===== config.mk =====
export PLATFORM = sky130hd
export DESIGN_NAME = regfile_mp_fwd
export DESIGN_NICKNAME = d
export VERILOG_FILES = /design/src/rtl/regfile_mp_fwd.sv
export SDC_FILE = /design/constraint.sdc
export NUM_CORES = 2
export LEC_CHECK = 0
export CAP_MARGIN = 30
export CORE_MARGIN = 3
export CORE_UTILIZATION = 45
export CTS_CLUSTER_DIAMETER = 100
export DETAILED_ROUTE_END_ITERATION = 10
export HOLD_SLACK_MARGIN = 0.02
export SETUP_SLACK_MARGIN = 0.1
export SLEW_MARGIN = 20
export SYNTH_ARGS = -nofsm -noshare
export SYNTH_HDL_FRONTEND = slang
export SYNTH_SLANG_ARGS = --single-unit

===== constraint.sdc =====
create_clock -name clk -period 3.1 [get_ports clk]
set_input_delay 0.465 -clock clk [delete_from_list [all_inputs] [get_ports clk]]
set_output_delay 0.465 -clock clk [all_outputs]
set_load 0.005 [all_outputs]

===== src/rtl/regfile_mp_fwd.sv =====
// regfile_mp_fwd: multi-port register file with write-first bypass and a pending-write scoreboard
module regfile_mp_fwd #(
    parameter int DATA_W   = 32,
    parameter int ADDR_W   = 5,
    parameter int N_RD     = 2,
    parameter int N_WR     = 2,
    parameter int ZERO_REG = 1
) (
    input  logic                     clk,
    input  logic                     rst,
    input  logic [N_WR-1:0]          we,
    input  logic [N_WR*ADDR_W-1:0]   w_addr,
    input  logic [N_WR*DATA_W-1:0]   w_data,
    input  logic [N_RD*ADDR_W-1:0]   r_addr,
    output logic [N_RD*DATA_W-1:0]   r_data,
    output logic [N_RD-1:0]          r_busy,
    input  logic                     sb_set,
    input  logic [ADDR_W-1:0]        sb_addr
);
    localparam int DEPTH = 2**ADDR_W;

    logic [DATA_W-1:0] regs [DEPTH];
    logic [DEPTH-1:0]  busy;

    // false only for the hardwired zero register
    function automatic logic live(input logic [ADDR_W-1:0] a);
        return !(ZERO_REG != 0 && a == '0);
    endfunction

    // ascending k so the youngest port's assignment lands last; set follows clear so set wins
    always_ff @(posedge clk or negedge rst) begin
        if (!rst) begin
            regs <= '{default: '0};
            busy <= '0;
        end else begin
            for (int k = 0; k < N_WR; k++)
                if (we[k] && live(w_addr[k*ADDR_W +: ADDR_W])) begin
                    regs[w_addr[k*ADDR_W +: ADDR_W]] <= w_data[k*DATA_W +: DATA_W];
                    busy[w_addr[k*ADDR_W +: ADDR_W]] <= 1'b0;
                end
            if (sb_set && live(sb_addr))
                busy[sb_addr] <= 1'b1;
        end
    end

    for (genvar i = 0; i < N_RD; i++) begin : g_rd
        logic [ADDR_W-1:0] a;
        logic [DATA_W-1:0] d;
        logic              hit;
        assign a = r_addr[i*ADDR_W +: ADDR_W];
        always_comb begin
            d   = regs[a];
            hit = 1'b0;
            for (int k = 0; k < N_WR; k++)
                if (we[k] && w_addr[k*ADDR_W +: ADDR_W] == a && live(a)) begin
                    d   = w_data[k*DATA_W +: DATA_W];
                    hit = 1'b1;
                end
            if (!live(a))
                d = '0;
        end
        assign r_data[i*DATA_W +: DATA_W] = rst ? d : '0;
        assign r_busy[i] = rst && busy[a] && !hit;
    end
endmodule

==> results_dict.tcl <==
set metrics [dict create \
    ys_seq_area_share_pct 39.6 \
    reg2reg_to "regs[910]$_DFF_PN0_" \
    crit_path_end_kind "output port" \
    slew_headroom_pct 29.9 \
    violations "negative setup slack" \
    p_switching_mw 16.2 \
    syn_to_final_growth_pct 24.0 \
    clock_path_buffers 3 \
    finalHoldViolCount 0 \
    rsz0062_at_grt "yes" \
    final_common_cell "dfrtp_1" \
    p_int_mw 34.0 \
    p_per_area_mw_per_mm2 606 \
    synth-compound-area-share_pct 13.7 \
    r2r_cells 4 \
    layout_worst_path_cycle_share_pct 109 \
    yosysWarnings 0 \
    chipWidth_um 391 \
    vias_per_cell 6.81 \
    p_comb_share_pct 28.4 \
    synth_edf_count 0 \
    antenna_left 0 \
    outcome "complete, but fails checks" \
    p_clk_share_pct 31.2 \
    final_nets 6962 \
    hp-class "input port to asynchronous set/reset pin" \
    ys_ff_latch 1056 \
    first_global_vias 59000 \
    rows 140 \
    cts_tree "yes" \
    synth.cell_area_mm2 0.0668 \
    irDropWorstVdd_v 0.000571 \
    final_cell_mix "dfrtp_1 (1056), mux2i_1 (1006), nand2_1 (718), buf_4 (611), o21ai_0 (561)" \
    critPathLaunchType "flop" \
    h-tree-depth 3 \
    clk_latency_ns 0.77 \
    cts_made_buffers 119 \
    fin_total_pwr_mw 50.2 \
    synthArstFlopShare_pct 100 \
    r2r_start "regs[910]$_DFF_PN0_" \
    cts_sinks 1056 \
    grt_max_degree 169 \
    utilization_pct 56.5 \
    skew_ns 0 \
    routed_wl_um 313000 \
    leakagePower_nw 37.0 \
    netlist_instances 6533 \
    fin_crit_ns 3.39 \
    max_freq_mhz 295 \
    tightest_slew_ns 1.05 \
    p_seq_share_pct 40.4 \
    worst_ep_arrival_time_ns 2.92 \
    first_iter_violations 8883 \
    synthMuxAreaShare_pct 31.7 \
    clk_pin_slew_ns 0.06 \
    antenna_found_initial 12 \
    remaining_drc_errors 0 \
    vias 60600 \
    dieArea_mm2 0.153 \
    synthFlopType "dfrtp_1" \
    cts-root-buf "clkbuf_16" \
    crit_fanout 3 \
    place_ws_ns -1.01 \
    hpwlAfterDp_um 202000 \
    fin_ws_ns -0.285 \
    yosysUniqueCellTypes 65 \
    die_y_um 391 \
    syn-num-nets 6627 \
    gp_congestion 0.988 \
    start_util_pct 45.6 \
    critPathKind "flop to output port" \
    synthAdderAreaFrac_pct 0 \
    coreArea_mm2 0.146 \
    drv_cap 0 \
    swShare_pct 32.2 \
    gr-total-overflow 0 \
    groute.usage.overall_pct 40.6 \
    io_buffers 159 \
    ioPinCount 160 \
    synth_top_family_by_area "multiplexers" \
    firstDrtPassIters 8 \
    regToRegSetupSlack_ns 2.08 \
    wire_per_inst_um 35.2 \
    setup_viol 35 \
    grt_pass1_wl_um 444000 \
    synth_xor_area_share_pct 0.262 \
    yosys.area_share.simple_pct 9.14 \
    slew_violations 0 \
    required_ns 2.63 \
    syn_area_per_cell_um2 10.2 \
    drive_gt1_share_pct 28.8 \
]
## power by group through the flow
stage	clock [mW]	combinational [mW]	sequential, mW
floorplan	0	8.64	19.2
global placement	0	12.2	20.1
detailed placement	0	12.5	20.3
CTS	15.7	13.7	20.0
global route	16.3	15.2	20.5
finish	15.7	14.3	20.2
## state kept, by name (all words and copies together) (netlist names)
register / cells
busy: 32
regs: 1024
## cells by family (layout without fill, tap and decap cells)
group                     count (synthesis)  in the layout
AOI/OAI and AO/OA                      1591           1591
xor gates and xnor gates                 20             20
buffers and inverters                   831           1271
DFF                                    1056           1056
muxes                                  1526           1526
other                                     0              8
and+or+nand+nor                        1509           1509
## what timing repair did
| item | 4_1_cts | 5_1_grt |
|---|---|---|
| setup endpoints to repair | 66 | 65 |
| hold buffers | 3 | 0 |
| pin swaps | 197 | 94 |
| cloned | 8 | 0 |
| resized for setup | 631 | 97 |
| endpoints found under the hold margin | 194 | 0 |
| setup buffers | 150 | 35 |
## routing by layer
metal,wire (um),global-route usage (%),vias up
met5,67,0,-
li1,-,-,24500
met4,25500,27.3,10
met1,113000,51.8,30100
met3,46600,16.9,1252
met2,128000,56.0,4677
## cell usage after synthesis (all sizes together) (3+ instances only)
cell type / instances / area share (%)
dfrtp: 1056 / 40
mux2i: 1012 / 15
nand2: 780 / 4.4
o21ai: 605 / 4.5
nor2: 577 / 3.3
a21oi: 575 / 4.3
clkbuf: 528 / 3.0
mux4: 464 / 16
buf: 298 / 2.6
a22oi: 138 / 1.6
o22ai: 57 / 0.53
a32oi: 53 / 0.70
mux2: 50 / 0.84
nand3: 43 / 0.34
a31oi: 33 / 0.31
a211oi: 29 / 0.33
a221oi: 25 / 0.37
o221ai: 22 / 0.29
a32o: 19 / 0.28
and2: 17 / 0.16
nor2b: 15 / 0.14
a22o: 13 / 0.17
nor3: 13 / 0.13
xor2: 12 / 0.16
nor3b: 9 / 0.12
and3b: 8 / 0.10
nand2b: 8 / 0.075
xnor2: 8 / 0.10
a2111oi: 7 / 0.092
and3: 6 / 0.056
or4: 6 / 0.067
inv: 5 / 0.028
nand3b: 5 / 0.062
nand4: 5 / 0.047
nor4: 5 / 0.056
or3b: 4 / 0.052
a221o: 3 / 0.045
o221a: 3 / 0.051
or2: 3 / 0.028
or3: 3 / 0.028
## through the flow
stage	cell area, um2	instances	setup TNS [ns]	hold slack [ns]
2_1_floorplan	66800	6533	0	0.169
3_3_place_gp	74900	8476	-40.72	0.320
3_5_place_dp	75000	8477	-41.01	0.320
4_1_cts	82100	8858	-5.90	0.398
5_1_grt	82800	8890	-7.08	0.0931
6_report	82800	8898	-5.17	0.138
## critical path, stage by stage (launching register included)
cell and delay [ns]:
dfrtp_1 0.40, mux4_2 0.48, mux4_2 0.51, mux2i_2 0.21
buf_4 0.17, nand2_1 0.05, o21ai_1 0.10, a21oi_1 0.09
buf_2 0.13
## final cells by class
| type | instances | area [um2] |
|---|---|---|
| Fill cell | 12400 | 63700 |
| Multi-Input combinational cell | 4646 | 38600 |
| Sequential cell | 1056 | 26400 |
| Timing Repair Buffer | 1040 | 11000 |
| Clock buffer | 165 | 3490 |
| Tap cell | 1917 | 2400 |
| Clock inverter | 61 | 785 |
| Antenna cell | 8 | 20.0 |
| Inverter | 5 | 18.8 |
## how the worst max path moves through the flow
| stage | startpoint | endpoint | slack (ns) |
|---|---|---|---|
| 4_1_cts | regs[85]$_DFF_PN0_ | r_data[53] | -0.31 |
| 3_3_place_gp | w_addr[0] | r_data[1] | -1.06 |
| 3_5_place_dp | w_addr[0] | r_data[30] | -1.01 |
| 5_1_grt | regs[618]$_DFF_PN0_ | r_data[10] | -0.34 |
| 6_report | regs[618]$_DFF_PN0_ | r_data[10] | -0.29 |
| 2_1_floorplan | r_addr[1] | r_data[3] | 0.43 |
(Power assumes the default switching activity.)
